**src/rtl/ws2812_pkg.sv**
```systemverilog
// Shared definitions for the wishbone-fed ws2812 update queue:
// register offsets, status bit positions, drain FSM states and the PUSH word layout.
package ws2812_pkg;

    localparam logic [7:0] OFF_PUSH   = 8'h00;
    localparam logic [7:0] OFF_STATUS = 8'h04;

    localparam int ST_EMPTY_BIT = 8;
    localparam int ST_FULL_BIT  = 9;
    localparam int ST_OVF_BIT   = 10;

    typedef enum logic [1:0] {
        IDLE,
        STROBE,
        GAP
    } drain_state_t;

    typedef struct packed {
        logic [7:0]  led_num;
        logic [23:0] rgb;
    } push_word_t;

endpackage

```
**src/rtl/sync_fifo.sv**
```systemverilog
// Single-clock FIFO with occupancy count; a push while full or a pop while empty
// is ignored, and pointers wrap naturally because DEPTH is a power of two.
module sync_fifo #(
    parameter int WIDTH = 32,
    parameter int DEPTH = 8
) (
    input  logic                     clk,
    input  logic                     reset,
    input  logic                     push,
    input  logic                     pop,
    input  logic [WIDTH-1:0]         din,
    output logic [WIDTH-1:0]         dout,
    output logic [$clog2(DEPTH):0]   level,
    output logic                     full,
    output logic                     empty
);
    localparam int AW = $clog2(DEPTH);
    localparam logic [AW:0] FULL_LEVEL = (AW + 1)'(DEPTH);

    logic [WIDTH-1:0] mem [DEPTH];
    logic [AW-1:0]    wr_ptr;
    logic [AW-1:0]    rd_ptr;
    logic             do_push;
    logic             do_pop;

    assign full    = (level == FULL_LEVEL);
    assign empty   = (level == '0);
    assign do_push = push && !full;
    assign do_pop  = pop && !empty;
    assign dout    = mem[rd_ptr];

    // NOTE: storage is deliberately left out of reset; only pointers and count
    // define validity, and an unreset array maps onto plain RAM/flops without reset muxes.
    always_ff @(posedge clk) begin
        if (do_push) begin
            mem[wr_ptr] <= din;
        end
    end

    // NOTE: state registers use non-blocking assignments so every flop samples
    // pre-edge values regardless of process ordering.
    always_ff @(posedge clk or posedge reset) begin
        if (reset) begin
            wr_ptr <= '0;
            rd_ptr <= '0;
            level  <= '0;
        end else begin
            if (do_push) wr_ptr <= wr_ptr + 1'b1;
            if (do_pop)  rd_ptr <= rd_ptr + 1'b1;
            case ({do_push, do_pop})
                2'b10:   level <= level + 1'b1;
                2'b01:   level <= level - 1'b1;
                default: level <= level;
            endcase
        end
    end

endmodule

```
**src/rtl/ws2812_wb_queue.sv**
```systemverilog
// Wishbone slave that queues LED-update words and feeds them to the ws2812 driver
// as single-cycle write strobes separated by at least WRITE_GAP idle cycles.
module ws2812_wb_queue
    import ws2812_pkg::*;
#(
    parameter logic [31:0] BASE_ADDR = 32'h3000_0100,
    parameter int          DEPTH     = 8,
    parameter int          WRITE_GAP = 4
) (
    input  logic                   clk,
    input  logic                   reset,
    input  logic                   wbs_stb_i,
    input  logic                   wbs_cyc_i,
    input  logic                   wbs_we_i,
    input  logic [3:0]             wbs_sel_i,
    input  logic [31:0]            wbs_dat_i,
    input  logic [31:0]            wbs_adr_i,
    output logic                   wbs_ack_o,
    output logic [31:0]            wbs_dat_o,
    output logic [23:0]            rgb_data,
    output logic [7:0]             led_num,
    output logic                   write,
    output logic [$clog2(DEPTH):0] fifo_level
);
    localparam logic [7:0] GAP_LOAD = 8'(WRITE_GAP - 1);

    logic         hit;
    logic         accept;
    logic [7:0]   offset;
    logic         push_req;
    logic         ovf_set;
    logic         ovf_clr;
    logic         overflow;
    logic [31:0]  status_word;
    logic         fifo_full;
    logic         fifo_empty;
    logic         fifo_pop;
    logic [31:0]  fifo_dout;
    push_word_t   head;

    drain_state_t state, state_nx;
    logic [7:0]   gap_cnt, gap_cnt_nx;

    // A request still held during its own ack cycle must not be taken twice.
    assign hit      = wbs_cyc_i && wbs_stb_i && (wbs_adr_i[31:8] == BASE_ADDR[31:8]);
    assign accept   = hit && !wbs_ack_o;
    assign offset   = wbs_adr_i[7:0];
    assign push_req = accept && wbs_we_i && (offset == OFF_PUSH) && (wbs_sel_i == 4'hF);
    assign ovf_set  = push_req && fifo_full;
    assign ovf_clr  = accept && wbs_we_i && (offset == OFF_STATUS) &&
                      wbs_dat_i[ST_OVF_BIT] && wbs_sel_i[1];
    assign head     = push_word_t'(fifo_dout);

    sync_fifo #(
        .WIDTH (32),
        .DEPTH (DEPTH)
    ) u_fifo (
        .clk   (clk),
        .reset (reset),
        .push  (push_req),
        .pop   (fifo_pop),
        .din   (wbs_dat_i),
        .dout  (fifo_dout),
        .level (fifo_level),
        .full  (fifo_full),
        .empty (fifo_empty)
    );

    always_comb begin
        status_word               = 32'(fifo_level);
        status_word[ST_EMPTY_BIT] = fifo_empty;
        status_word[ST_FULL_BIT]  = fifo_full;
        status_word[ST_OVF_BIT]   = overflow;
    end

    always_ff @(posedge clk or posedge reset) begin
        if (reset) begin
            wbs_ack_o <= 1'b0;
            wbs_dat_o <= '0;
            overflow  <= 1'b0;
        end else begin
            wbs_ack_o <= accept;
            wbs_dat_o <= (accept && !wbs_we_i && offset == OFF_STATUS) ? status_word : '0;
            if (ovf_set) begin
                overflow <= 1'b1;
            end else if (ovf_clr) begin
                overflow <= 1'b0;
            end
        end
    end

    // NOTE: every signal driven here gets a default first so no path can infer a latch.
    always_comb begin
        state_nx   = state;
        gap_cnt_nx = gap_cnt;
        fifo_pop   = 1'b0;
        case (state)
            IDLE: begin
                if (!fifo_empty) begin
                    fifo_pop = 1'b1;
                    state_nx = STROBE;
                end
            end
            STROBE: begin
                gap_cnt_nx = GAP_LOAD;
                state_nx   = GAP;
            end
            GAP: begin
                // The last gap cycle doubles as IDLE so pulses land exactly WRITE_GAP+1 apart.
                if (gap_cnt == 8'd0) begin
                    if (!fifo_empty) begin
                        fifo_pop = 1'b1;
                        state_nx = STROBE;
                    end else begin
                        state_nx = IDLE;
                    end
                end else begin
                    gap_cnt_nx = gap_cnt - 8'd1;
                end
            end
            default: state_nx = IDLE;
        endcase
    end

    always_ff @(posedge clk or posedge reset) begin
        if (reset) begin
            state    <= IDLE;
            gap_cnt  <= 8'd0;
            write    <= 1'b0;
            rgb_data <= '0;
            led_num  <= '0;
        end else begin
            state   <= state_nx;
            gap_cnt <= gap_cnt_nx;
            write   <= fifo_pop;
            if (fifo_pop) begin
                rgb_data <= head.rgb;
                led_num  <= head.led_num;
            end
        end
    end

endmodule
```
**config.mk**
```make
export PLATFORM = sky130hd
export DESIGN_NAME = ws2812_wb_queue
export DESIGN_NICKNAME = d
export VERILOG_FILES = /design/src/rtl/ws2812_pkg.sv /design/src/rtl/sync_fifo.sv /design/src/rtl/ws2812_wb_queue.sv
export SDC_FILE = /design/constraint.sdc
export NUM_CORES = 1
export LEC_CHECK = 0
export BUFFER_PORTS_ARGS = -buffer_cell sky130_fd_sc_hd__buf_4
export CORE_ASPECT_RATIO = 0.6
export CORE_MARGIN = 2
export CORE_UTILIZATION = 35
export DETAILED_ROUTE_END_ITERATION = 7
export PLACE_DENSITY_LB_ADDON = 0.08
export REMOVE_ABC_BUFFERS = 1
export SYNTH_ARGS = -nofsm -noshare
export SYNTH_HDL_FRONTEND = slang
export SYNTH_SLANG_ARGS = --single-unit
```
**constraint.sdc**
```tcl
create_clock -name clk -period 12.6 [get_ports clk]
set_input_delay 1.26 -clock clk [delete_from_list [all_inputs] [get_ports clk]]
set_output_delay 1.26 -clock clk [all_outputs]
set_load 0.01 [all_outputs]
```
==> results <==
- The total global routing overflow is 0.
- The clock latency at the later pin of the worst-skew pair is around 0.56 ns.
- Buffers inserted to repair hold after CTS numbered 0.
- The post-route cell area is between 10000 and 15000 um^2.
- After detailed routing, the average wire length per cell comes to ~22 um.
- The first routing iteration left ~300 violations.
- The arrival time reported for the critical path endpoint is slightly below 4 ns.
- Synthesis handed over a netlist of 609 instances.
- The count of vias placed by the detailed router is 6044.
- The sequential share of the synthesized area is about three quarters.
- Counting flops and latches in the post-synthesis netlist gives approximately 320.
- The total negative slack is 0 ns.
- The final-stage net count is around 830.
- For this design the static power due to leakage is slightly above 5 nW.
- The worst-path maximum fanout is 11.
- The final max-slew violation count is 0.
- The path depth of the worst reg2reg path is 9.
- The worst pin sits at a relative slew slack of 28.1%.
- For the pin with the worst max-slew slack, the measured transition is between 1 and 1.5 ns.
- The final RePlAce weighted congestion is between 0.6 and 0.7.
- The most used flip-flop cell after synthesis is sky130_fd_sc_hd__edfxtp_1.
- The type of element capturing the critical path is a flop.
- The smallest clock period supported by the final layout is computed as approximately 3.5 ns.
- In the final layout, the multi-input gates occupy 3140 um^2.
- The count of synthesis-stage warnings from yosys is 0.
- The mean instance size in the synthesized netlist is 20.7 um^2.
- The tightest min-delay check is of the reg2reg type.
- Between clock sinks in the finished design, the worst skew comes to 0.0151 ns.
- The highest clock frequency the design can meet is roughly 290 MHz.
- The CTS tree is built.
- The combined flip-flop and latch cell area is 9250 um^2.
- The number of resized instances in the post-cts repair step is 0.
- The initial antenna violation count was 0.
- The antenna violation net count after detailed routing is 0.
- The maximum number of pins on one net before global-route repair is 66.
- The final-report setup violation count is 0.
- The die is between 200 and 250 um wide.
- The number of hold violations in the final report is 0.
- The number of rows created at floorplan is 53.
- The clock edge transition at the registers on the reported setup and hold paths is around 0.06 ns.
- After detailed routing, the total wire length is 27200 um.
- The initial cell density of the core is 35.8%.
- In this run the vertical extent of the chip is 151 um.
- The number of CTS-inserted buffers is 31.
- The worst setup path is launched from an input port.
- After legalization and detailed placement, the total HPWL measured 14600 um.
- The tree is rooted in a sky130_fd_sc_hd__clkbuf_16.
- The filler cells instantiated in the layout total 3112.
- The pre-antenna-repair detailed-routing pass consisted of 4 iterations.
- In this run the tool buffered the top-level ports with approximately 120 buffer cells.
- The cell depth of the worst hold path is 1.
- STA puts the critical path data required time at ~13 ns.
- The vias per cell is approximately 5.
- The first global-routing pass estimated between 40000 and 50000 um of wire.
- Counting flops with a built-in enable in the synthesized netlist gives 256.
- Counting distinct cell types in the post-synthesis netlist gives 45.
- The power density normalized to cell area is 147 nW/um^2.
- The final cycle utilization of the critical path is between 20% and 30%.
- IR analysis of the VDD net gives a maximum drop of slightly below 0.1 mV.
- In the synthesized netlist the async set-or-reset flop fraction comes to 19.5%.
- The synthesized area is ~13000 um^2.
- The flow ran to the end, and the final reports show no timing, DRC or antenna violations.
- Of the cells placed in the final design, the portion with a size suffix greater than 1 is between 40 and 50%.
- The number of top-level pins is 143.
- The total cell area at the placement stage is ~14000 um^2.
- The synthesis-to-finish area growth is 18.7%.
- The die covers 37600 um^2.
- Counting along the longest clock path gives a buffer depth of 3.
- Setup repair after global routing left no endpoint under its margin.
- The number of H-tree levels is 1.
- Once the clock tree was built, the setup fixing pass inserted 0 buffers.
- The floorplan step defined a core boundary enclosing 35200 um^2.
- 0 antenna diodes ended up in the layout.
- The count of max-cap constraint violations is 0.
- The number of global-route vias before repair was around 6.6k.
- The total DRC errors in the routed layout is 0.
- The critical path is of the in2reg type.
- The total number of clock tree sinks is between 300 and 400.
- The overall fraction of global-route tracks in use is between 10% and 20%.
-- cell usage in the layout (no fill, tap or decap), drive strengths merged, types with 2 or more instances in the layout --
| cell type | n |
|---|---|
| edfxtp | 256 |
| buf | 129 |
| mux2 | 66 |
| mux4 | 64 |
| dfrtp | 62 |
| clkbuf | 42 |
| conb | 25 |
| clkinv | 14 |
| nand2 | 12 |
| nor3 | 10 |
| nor4 | 10 |
| mux2i | 8 |
| inv | 7 |
| ha | 7 |
| and2 | 6 |
| nand3 | 5 |
| nor2 | 5 |
| nor4b | 5 |
| xor2 | 4 |
| nor2b | 4 |
| a21oi | 4 |
| xnor2 | 3 |
| nor3b | 2 |
| nand4b | 2 |
| nand2b | 2 |
| bufinv | 2 |
| nand4 | 2 |
| or4b | 2 |
-- cells in the mapped netlist, types with 2 or more instances --
master	n	share of area (%)
sky130_fd_sc_hd__nor4_4	2	0.34
sky130_fd_sc_hd__clkbuf_1	9	0.27
sky130_fd_sc_hd__nor4_1	4	0.20
sky130_fd_sc_hd__a21oi_1	3	0.12
sky130_fd_sc_hd__nor4b_1	3	0.21
sky130_fd_sc_hd__nor3b_1	2	0.12
sky130_fd_sc_hd__and2_1	6	0.30
sky130_fd_sc_hd__xnor2_1	3	0.21
sky130_fd_sc_hd__xor2_1	4	0.28
sky130_fd_sc_hd__nor2b_1	4	0.20
sky130_fd_sc_hd__nor2_1	5	0.15
sky130_fd_sc_hd__nand2b_1	2	0.099
sky130_fd_sc_hd__nor3_1	9	0.36
sky130_fd_sc_hd__dfrtp_1	62	12
sky130_fd_sc_hd__mux4_2	64	11
sky130_fd_sc_hd__inv_1	8	0.24
sky130_fd_sc_hd__mux2_2	66	5.9
sky130_fd_sc_hd__edfxtp_1	256	61
sky130_fd_sc_hd__mux2i_1	8	0.64
sky130_fd_sc_hd__nand2_1	12	0.36
sky130_fd_sc_hd__ha_1	7	0.69
sky130_fd_sc_hd__buf_6	4	0.36
sky130_fd_sc_hd__buf_1	6	0.18
sky130_fd_sc_hd__nand4b_1	2	0.14
sky130_fd_sc_hd__nor4_2	4	0.40
sky130_fd_sc_hd__nor4b_2	2	0.24
sky130_fd_sc_hd__buf_4	30	1.8
sky130_fd_sc_hd__nand3_1	5	0.20
-- final timing paths --
| path | from | endpoint | slack [ns] |
|---|---|---|---|
| max in group asynchronous | reset | u_fifo.rd_ptr[0] | 10.86 |
| min | gap_cnt[7] | gap_cnt[7] | 0.49 |
| max reg2reg | wbs_ack_o | u_fifo.level[3] | 9.61 |
| min in group asynchronous | reset | wbs_dat_o[1] | 1.01 |
| min reg2reg | gap_cnt[7] | gap_cnt[7] | 0.49 |
| max | wbs_adr_i[5] | u_fifo.level[3] | 9.10 |
-- report_power, final --
part           total, mW  switching [mW]  internal (mW)  leakage, nW
registers           1.18          0.0179           1.16         3.08
clock network      0.896           0.381          0.515        0.493
logic              0.123          0.0541         0.0686         1.62
-- worst max-delay path, cell delays in order --
cell and delay [ns]:
sky130_fd_sc_hd__buf_4 0.11, sky130_fd_sc_hd__nor4_1 0.42, sky130_fd_sc_hd__nand4_1 0.22, sky130_fd_sc_hd__or4b_4 0.67, sky130_fd_sc_hd__ha_1 0.28, sky130_fd_sc_hd__ha_1 0.28, sky130_fd_sc_hd__a21o_1 0.17, sky130_fd_sc_hd__a21oi_1 0.17
sky130_fd_sc_hd__mux2i_1 0.25, sky130_fd_sc_hd__xnor2_1 0.15
-- per-layer routing --
layer	GRT usage, %	vias to the layer above	part of all wire, %
met5	0	-	0
met4	2.97	0	1.6
met3	2.89	36	3.5
met2	24.3	109	49
met1	20.3	3221	46
li1	-	2678	-
-- cell families after synthesis --
| kind of cell | after synthesis | synth area share [%] |
|---|---|---|
| flops | 318 | 73.3 |
| mux | 138 | 18.0 |
| simple gates | 71 | 4.06 |
| buf+inv | 58 | 2.87 |
| fa+ha+maj | 8 | 0.854 |
| compound gates | 8 | 0.417 |
| xor+xnor | 7 | 0.487 |
| other cells | 1 | 0.0298 |
-- state kept, by name, indices dropped and copies added (netlist names), 2 cells and up --
signal         count
gap_cnt            8
led_num            8
rgb_data          24
state              2
u_fifo.level       4
u_fifo.mem       256
u_fifo.rd_ptr      3
u_fifo.wr_ptr      3
wbs_dat_o          7
-- area by class of cell --
type                       count  share of cell area [%]
multi-input combinational    257                    21.0
clock buffer                  42                    5.73
timing repair buffer         129                    6.48
inverter                       8                   0.209
sequential                   318                    61.8
clock inverter                15                   0.820
tap                          467                    3.91
-- stage by stage --
step | std cells | power (mW) | setup WS (ns) | util [%] | hold WS, ns
global route | 1236 | 2.28 | 8.98 | 42.5 | 0.530
floorplan | 583 | 1.24 | 6.64 | - | 0.443
global placement | 1179 | 1.33 | 8.62 | 39.7 | 0.472
finish | 1236 | 2.20 | 9.10 | 42.5 | 0.494
CTS | 1236 | 2.24 | 9.12 | 42.5 | 0.499
detailed placement | 1179 | 1.33 | 8.53 | 39.7 | 0.484
(Power assumes the default switching activity.)
